$ cat src/rtl/serial_adder_ctrl.sv
// serial_adder_ctrl: bit-serial add/subtract over WIDTH cycles with a start/busy/done handshake
module half_adder (
  input  logic x,
  input  logic y,
  output logic s,
  output logic c
);
  assign s = x ^ y;
  assign c = x & y;
endmodule

module serial_adder_ctrl #(
  parameter int WIDTH = 32
) (
  input  logic             clk,
  input  logic             reset,
  input  logic             start,
  input  logic             sub,
  input  logic [WIDTH-1:0] a,
  input  logic [WIDTH-1:0] b,
  output logic             busy,
  output logic             done,
  output logic [WIDTH-1:0] result,
  output logic             carry_out,
  output logic             overflow,
  output logic             zero
);
  localparam int CNT_W = $clog2(WIDTH);
  localparam logic [CNT_W-1:0] LAST = CNT_W'(WIDTH - 1);
  localparam logic [CNT_W-1:0] PRE_LAST = CNT_W'(WIDTH - 2);
  typedef enum logic [1:0] {IDLE, RUN, DONE} state_t;
  state_t state_q, state_d;
  logic [WIDTH-1:0] a_q, a_d, b_q, b_d, res_q, res_d, result_q, result_d;
  logic [CNT_W-1:0] cnt_q, cnt_d;
  logic cy_q, cy_d, cmsb_q, cmsb_d, cout_q, cout_d, ovf_q, ovf_d, zero_q, zero_d;
  logic s0, c0, sum, c1, fa_c;
  half_adder u_ha0 (.x(a_q[0]), .y(b_q[0]), .s(s0), .c(c0));
  half_adder u_ha1 (.x(s0), .y(cy_q), .s(sum), .c(c1));
  assign fa_c = c0 | c1;
  always_comb begin
    state_d  = state_q;
    a_d      = a_q;
    b_d      = b_q;
    res_d    = res_q;
    cnt_d    = cnt_q;
    cy_d     = cy_q;
    cmsb_d   = cmsb_q;
    result_d = result_q;
    cout_d   = cout_q;
    ovf_d    = ovf_q;
    zero_d   = zero_q;
    if (state_q != RUN && start) begin
      state_d = RUN;
      a_d     = a;
      b_d     = sub ? ~b : b;
      cy_d    = sub;
      cnt_d   = '0;
      res_d   = '0;
    end else if (state_q == RUN) begin
      res_d  = {sum, res_q[WIDTH-1:1]};
      a_d    = a_q >> 1;
      b_d    = b_q >> 1;
      cy_d   = fa_c;
      cnt_d  = cnt_q + 1'b1;
      cmsb_d = (cnt_q == PRE_LAST) ? fa_c : cmsb_q;
      // outputs are published only once the whole word has been formed
      if (cnt_q == LAST) begin
        state_d  = DONE;
        result_d = res_d;
        cout_d   = fa_c;
        ovf_d    = cmsb_q ^ fa_c;
        zero_d   = (res_d == '0);
      end
    end else begin
      state_d = IDLE;
    end
  end
  always_ff @(posedge clk or posedge reset) begin
    if (reset) begin
      state_q  <= IDLE;
      a_q      <= '0;
      b_q      <= '0;
      res_q    <= '0;
      cnt_q    <= '0;
      cy_q     <= 1'b0;
      cmsb_q   <= 1'b0;
      result_q <= '0;
      cout_q   <= 1'b0;
      ovf_q    <= 1'b0;
      zero_q   <= 1'b0;
    end else begin
      state_q  <= state_d;
      a_q      <= a_d;
      b_q      <= b_d;
      res_q    <= res_d;
      cnt_q    <= cnt_d;
      cy_q     <= cy_d;
      cmsb_q   <= cmsb_d;
      result_q <= result_d;
      cout_q   <= cout_d;
      ovf_q    <= ovf_d;
      zero_q   <= zero_d;
    end
  end
  assign busy      = (state_q == RUN);
  assign done      = (state_q == DONE);
  assign result    = result_q;
  assign carry_out = cout_q;
  assign overflow  = ovf_q;
  assign zero      = zero_q;
endmodule

$ cat config.mk
export PLATFORM = sky130hd
export DESIGN_NAME = serial_adder_ctrl
export DESIGN_NICKNAME = d
export VERILOG_FILES = /design/src/rtl/serial_adder_ctrl.sv
export SDC_FILE = /design/constraint.sdc
export NUM_CORES = 1
export LEC_CHECK = 0
export ABC_AREA = 1
export CORE_UTILIZATION = 45
export CTS_CLUSTER_SIZE = 14
export DETAILED_ROUTE_END_ITERATION = 12
export PLACE_DENSITY_LB_ADDON = 0.1
export SETUP_SLACK_MARGIN = 0.1
export SLEW_MARGIN = 0
export SYNTH_ARGS = -nofsm -noshare
export SYNTH_HDL_FRONTEND = slang
export SYNTH_SLANG_ARGS = --single-unit
$ cat constraint.sdc
create_clock -name clk -period 6.01 [get_ports clk]
set_input_delay 1.202 -clock clk [delete_from_list [all_inputs] [get_ports clk]]
set_output_delay 1.202 -clock clk [all_outputs]
set_load 0.01 [all_outputs]
# Word level (Yosys, flattened, before mapping)
# Cells that the tools add are included.
[totals]
ff_bits = 140
input_bits = 68
out_inout_bits = 37
elab_cells = 45
[op_classes]
add_sub_neg = 1
n_eq_ne = 6
mux = 14
bitwise = 8
reduce_logical = 5
[op_table]
columns = ["cell", "n"]
rows = [
  ["$mux 32", 7],
  ["$logic_not 32->1", 1],
  ["$not 32->32", 1],
  ["$eq 5x5->1 const B", 2],
  ["$mux 5", 2],
  ["$mux 2", 3],
  ["$reduce_and 3->1", 2],
  ["$add 5x1->5 const B", 1],
  ["$ne 3x1->1 const B", 1],
  ["$xor 1x1->1", 3],
  ["$and 1x1->1", 2],
  ["$eq 2x1->1 const B", 1],
  ["$eq 2x2->1 const B", 1],
  ["$mux 1", 2],
  ["$ne 2x1->1 const B", 1],
  ["$reduce_bool 2->1", 1],
  ["$logic_and 1x1->1", 1],
  ["$not 1->1", 1],
  ["$or 1x1->1", 1],
]

# Depth between registers and ports, before layout
[logic_depth]
word_depth = 5
mapped_depth = 10
mapped_depth_nobuf = 10

# Cells and area by module
# From an unflattened synthesis, not the netlist that was laid out.
[unflattened]
hier_cells = 611
hier_area_um2 = 5950.7
[modules_own_cells]
columns = ["module", "n_inst", "cells_each", "area_per_inst_um2", "seq_area_each_um2"]
rows = [
  ["serial_adder_ctrl", 1, 609, 5925.7, 3478.3],
  ["half_adder", 2, 1, 12.5, 0.0],
]

# Worst setup path before layout
# No wires, ideal clock.
[synth_timing]
path_type = "reg2out"
startpoint = "register state_q[1]"
endpoint = "output port busy"
arrival_time_ns = 0.861
required_time_ns = 4.808
slack_ns = 3.947
path_stages_with_launch = 5
path_buffers = 1
path_cell_list = "dfrtp_1 inv_1 nand2_4 inv_2 buf_2"
[synth_between]
elab_chain_len = 1
[synth_lines]
columns = ["element", "line", "text"]
rows = [
  ["from (decl)", "32", "state_t state_q, state_d;"],
  ["from (signal assigned)", "92", "state_q <= state_d;"],
  ["$eq 2x1->1", "105", "assign busy = (state_q == RUN);"],
  ["to (decl)", "21", "output logic busy,"],
]
# No other way between the ends.

# Final worst setup path
# Ends and elaborated chain as after synthesis.

==> results_dict.tcl <==
set metrics [dict create \
    crit_path_end_kind "primary output" \
    cts_buffers 17 \
    start_kind "flip-flop" \
    finalPower_mw 3.68 \
    synth_top_area_share 0.579 \
    cap_violations 0 \
    rsz0062_at_grt "no" \
    drive_gt1_frac 0.0645 \
    worst_ep_arrival_time_ps 2520 \
    synth_async_sr_flop_share 1.00 \
    synth_area_mm2 0.00601 \
    placedInstanceArea_mm2 0.00707 \
    cts_max_path_buffers 2 \
    post_cts_buffers 0 \
    io_pins 105 \
    fin_nets 773 \
    cp_max_fo 88 \
    ys_ff_latch 139 \
    cts.reportedPaths.clkPinSlew_ps 60 \
    drv_slew 0 \
    syn-num-nets 685 \
    syn_inst 613 \
    worst_pin_slew_ps 983 \
    grt_max_degree 89 \
    fmax_mhz 269 \
    status "completed" \
    met3_usage 0.0480 \
    fin_skew_ps 8.64 \
    first_pass_iters 6 \
    num_rows 41 \
    yosys-top-cells-count "nand2_1 (145), dfrtp_1 (139), inv_1 (87)" \
    gp_congestion 0.771 \
    seq_area_frac_synth 0.579 \
    die_h_um 118 \
    avgSynthCellArea_um2 9.80 \
    antenna_found_initial 0 \
    drt-initial-drc-count 240 \
    num_vias 4426 \
    fin_crit_sh 0.619 \
    ant_nets 0 \
    period_needed_ps 3720 \
    dp_hpwl_um 7680 \
    clock_tree.root_cell "clkbuf_16" \
    fp.coreArea_mm2 0.0128 \
    synth_flop_cell "dfrtp_1" \
    gr-usage-met2 0.297 \
    leakage_nw 3.49 \
    hold_buffers 0 \
    synthTopCellsByArea "dfrtp_1 (58%), nand2_1 (9.1%), o221ai_1 (6.1%)" \
    clock_latency_ps 410 \
    post-synth-top-area-cell "dfrtp_1" \
    routedWlPerCell_um 13.4 \
    whs_ps 479 \
    synth-warning-count 0 \
    p_per_area_mw_per_mm2 478 \
    design_area_mm2 0.00769 \
    first_global_vias 4442 \
    cp.required_ps 4810 \
    ir_worst_vdd_mv 0.271 \
    die_w_um 118 \
    slew-limit-headroom 0.345 \
    setup_viol 0 \
    viasPerCell 5.00 \
    critPathKind "reg2out" \
    area_delta_synth_final_pct 28.1 \
    die-area_mm2 0.0138 \
    cts_sinks 139 \
    initial_core_util 0.468 \
    diodes 0 \
    grt_pass1_wl_um 20800 \
    io_buffers 104 \
    gr-usage-all-layers 0.186 \
    htreeDepth 4 \
    gr-total-overflow 0 \
    finalSetupTns_ps 0 \
    hold_violations 0 \
    cts-resized-gates 0 \
    met1_usage 0.248 \
    cts_tree "done" \
    ys_types 29 \
    busiest_layer "met2" \
    hold_class "reg2reg" \
    synth_edf_count 0 \
    yosysMostFrequentCell "nand2_1" \
    wirelength_um 11800 \
    drc 0 \
]
layer usage:
| layer | vias to the layer above | wire length, um |
|---|---|---|
| met5 | - | 0 |
| met4 | 0 | 131 |
| met3 | 11 | 506 |
| met2 | 111 | 5560 |
| met1 | 2115 | 5650 |
| li1 | 2189 | - |
cells in the final DEF (no fill, tap or decap), types with 8 or more instances in the layout:
cell type and n:
nor2_1 20, inv_1 86, o22ai_1 31, nand3_1 8, clkdlybuf4s50_1 103, dfrtp_1 139
o21ai_0 24, clkbuf_16 17, o221ai_1 42, xor2_1 30, o21ai_1 8, o211ai_1 15
nand2_1 145
where the power goes:
| group | total (mW) | internal [mW] | switching [mW] | leakage (nW) |
|---|---|---|---|---|
| Sequential | 1.44 | 1.29 | 0.150 | 1.69 |
| Clock | 1.09 | 0.713 | 0.374 | 0.302 |
| Combinational | 1.15 | 0.515 | 0.637 | 1.50 |
| Total | 3.68 | 2.52 | 1.16 | 3.49 |
per-stage QoR:
step                setup WS (ps)  utilization  instances
detailed placement           2700        0.551        854
global route                 2120        0.600        885
CTS                          2260        0.600        885
finish                       2290        0.600        885
global placement             2740        0.551        854
floorplan                    1080            -        613
cell families (layout without fill, tap and decap cells):
| family | Yosys count | count (layout) | synth area share |
|---|---|---|---|
| XOR/XNOR | 33 | 33 | 0.0481 |
| AO/OA/AOI/OAI | 129 | 129 | 0.150 |
| multiplexers | 1 | 1 | 0.00167 |
| buffers and inverters | 127 | 227 | 0.0906 |
| flip-flops | 139 | 139 | 0.579 |
| AND/OR/NAND/NOR | 180 | 180 | 0.121 |
| adder cells (fa/ha/maj) | 4 | 4 | 0.00958 |
cell type report:
type                    instances  area [um2]
multi-input cells             347        1980
clock inverters                11         168
well taps                     172         215
flip-flops and latches        139        3480
inverters                      90         343
clock buffers                  20         457
repair buffers                106        1050
fillers                      1111        5130
registers in the layout, indices dropped and copies added, names as in the netlist, 2 cells and up:
signal,cells
a_q,32
b_q,32
result,32
res_q,31
cnt_q,5
state_q,2
worst max-delay path: stages (launching register included):
cell and delay (ps):
dfrtp_1 350, inv_1 130, nand2_4 520, inv_2 480, clkdlybuf4s50_1 610
final timing paths:
| kind | to | slack (ps) | from | cells after the start |
|---|---|---|---|---|
| min in group asynchronous | result[28] | 1310 | reset | 2 |
| worst max register to register | a_q[21] | 3220 | state_q[0] | 5 |
| max in group asynchronous | a_q[26] | 3540 | reset | 3 |
| worst min register to register | result[30] | 480 | result[30] | 2 |
| worst max-delay path | busy | 2290 | state_q[1] | 4 |
| worst min-delay path | result[30] | 480 | result[30] | 2 |
No activity file was read; power rests on OpenSTA's default activity.
==> variant (same settings) <==
Take the reset off `result_q` and load it in a clocked block of its own.
--- a/src/rtl/serial_adder_ctrl.sv
+++ b/src/rtl/serial_adder_ctrl.sv
@@ -86,3 +86,2 @@
       cmsb_q   <= 1'b0;
-      result_q <= '0;
       cout_q   <= 1'b0;
@@ -98,3 +97,2 @@
       cmsb_q   <= cmsb_d;
-      result_q <= result_d;
       cout_q   <= cout_d;
@@ -103,2 +101,6 @@
     end
+  end
+
+  always_ff @(posedge clk) begin
+    result_q <= result_d;
   end
Formal check against the unedited RTL: no difference found for any inputs over 10 cycles, from zero or initial values and one cycle with reset high; that may be too few to reach the edited logic, so the function may still have changed.
==> variant against the original RTL <==
Power down 11%; clock skew down 1.0 ps; sequential cell count unchanged; worst setup slack better by 97 ps; synthesized cell count down 12%; synthesized area down 2.7%; design area down 2.4%; count of clock-buffer cells in the layout down 2; largest cell class unchanged; wire length down 8.8%; die area down 2.7%.
==> variant: results (changes against the original RTL) <==
metric;value;unit;change
dp_cells;789;;-7.6%
drive_above_1_share;6.78;%;+0.33 points
place.gp.congestion;0.717;;-7.0%
clk_latency;410;ps;about the same
worst_ep_arrival_time;2420;ps;-100 ps
p_sw_share;31.1;%;-0.48 points
grt_pass1_wl;18.2;mm;-12%
grt_pass1_vias;3880;;-13%
route.final.wire_length;10.8;mm;-8.8%
synth_edf_count;32;;+32
post-cts-setup-buffers;0;;unchanged
synth_fa_ha_area_share;0.985;%;+0.027 points
slew_headroom;35.8;%;+1.3 points
via_count;4030;;-8.9%
ff_latch_area;0.00364;mm²;+4.6%
synth_seq_area_share;62.3;%;+4.4 points
cp_max_fo;88;;unchanged
synth_xor_area_share;4.95;%;+0.14 points
pre_cts_slack;2780;ps;+77.1 ps
synth_mux_area_share;0.171;%;+0.0047 points
max_stage_delay;700;ps;+90 ps
grt_util_all_layers;17.7;%;-0.94 points
cts_resized;0;;unchanged
p_leak;3.21;nW;-8.1%
worst_path_max_delay_cell;nand2_4;;
synth-async-reset-ratio;77.0;%;-23 points
clock_skew;7.63;ps;-1.01 ps
cts_inserted_buffers;17;;unchanged
hold_path.class;flop to flop;;
synth_common_cells;110 x nand2_1, 107 x dfrtp_1, 87 x inv_1;;
dpl_cell_area;0.00693;mm²;-2.0%
fillerInstances;1105;;-0.54%
run_status;complete, no violations;;
instances_no_fill;821;;-7.2%
synth_cell_types;27;;-6.9%
synth_compound_area_share;12.6;%;-2.5 points
initialDrtViolationCount;298;;+24%
fin_nets;708;;-8.4%
syn_inst;540;;-12%
syn_nets;612;;-11%
dp_hpwl;7.00;mm;-8.9%
peakVddDrop;0.239;mV;-12%
synthTopCellsByArea;dfrtp_1 46%, edfxtp_1 16%, nand2_1 7.1%;;
grt_max_degree;89;;unchanged
first_pass_iters;4;;-2
variant: changes by cell type after synthesis, moves of 2 or more:
cell	delta
o21ai_2	-4
o221ai_1	+2
o21ai_1	-8
buf_4	+5
clkbuf_1	-5
buf_2	-6
o211ai_1	-2
o21ai_0	-18
edfxtp_1	+32
dfrtp_1	-32
nand2_1	-35
clkbuf_4	-2
variant: worst paths after layout:
| check | startpoint | to | slack, ps | depth (start not counted) |
|---|---|---|---|---|
| worst max-delay path | state_q[0] | busy | 2380 | 3 |
| worst min register to register | res_q[30] | result[29] | 450 | 0 |
| min in group asynchronous | reset | res_q[31] | 1310 | 2 |
| worst max register to register | state_q[0] | cy_q | 3250 | 5 |
| max in group asynchronous | reset | res_q[17] | 3660 | 3 |
| worst min-delay path | res_q[30] | result[29] | 450 | 0 |
variant: power by group through the flow:
stage | registers [W] | logic, W | clock network (W)
final | 0.00142 | 0.000857 | 0.00101
after global routing | 0.00146 | 0.000970 | 0.00107
after detailed placement | 0.00144 | 0.000859 | 0
after global placement | 0.00143 | 0.000837 | 0
after floorplan | 0.00141 | 0.000662 | 0
after CTS | 0.00142 | 0.000869 | 0.00103
variant: routing by layer:
metal / wire length, µm / GRT usage, % / vias up
li1: - / - / 1991
met1: 4880 / 23.5 / 1924
met2: 5240 / 27.7 / 100
met3: 479 / 4.18 / 15
met4: 196 / 7.69 / 0
met5: 0 / 0 / -
variant: cells by family after synthesis:
group,count (synthesis)
AOI/OAI and AO/OA,98
buffers and inverters,120
adders and majority gates,4
muxes,1
and+or+nand+nor,145
DFF,139
xor gates and xnor gates,33
variant: layout make-up:
class | count | share of cell area [%]
repair buffers | 106 | 14.0
well taps | 172 | 2.86
flip-flops and latches | 139 | 48.4
inverters | 91 | 4.61
clock inverters | 14 | 1.92
clock buffers | 18 | 5.85
multi-input cells | 281 | 22.3
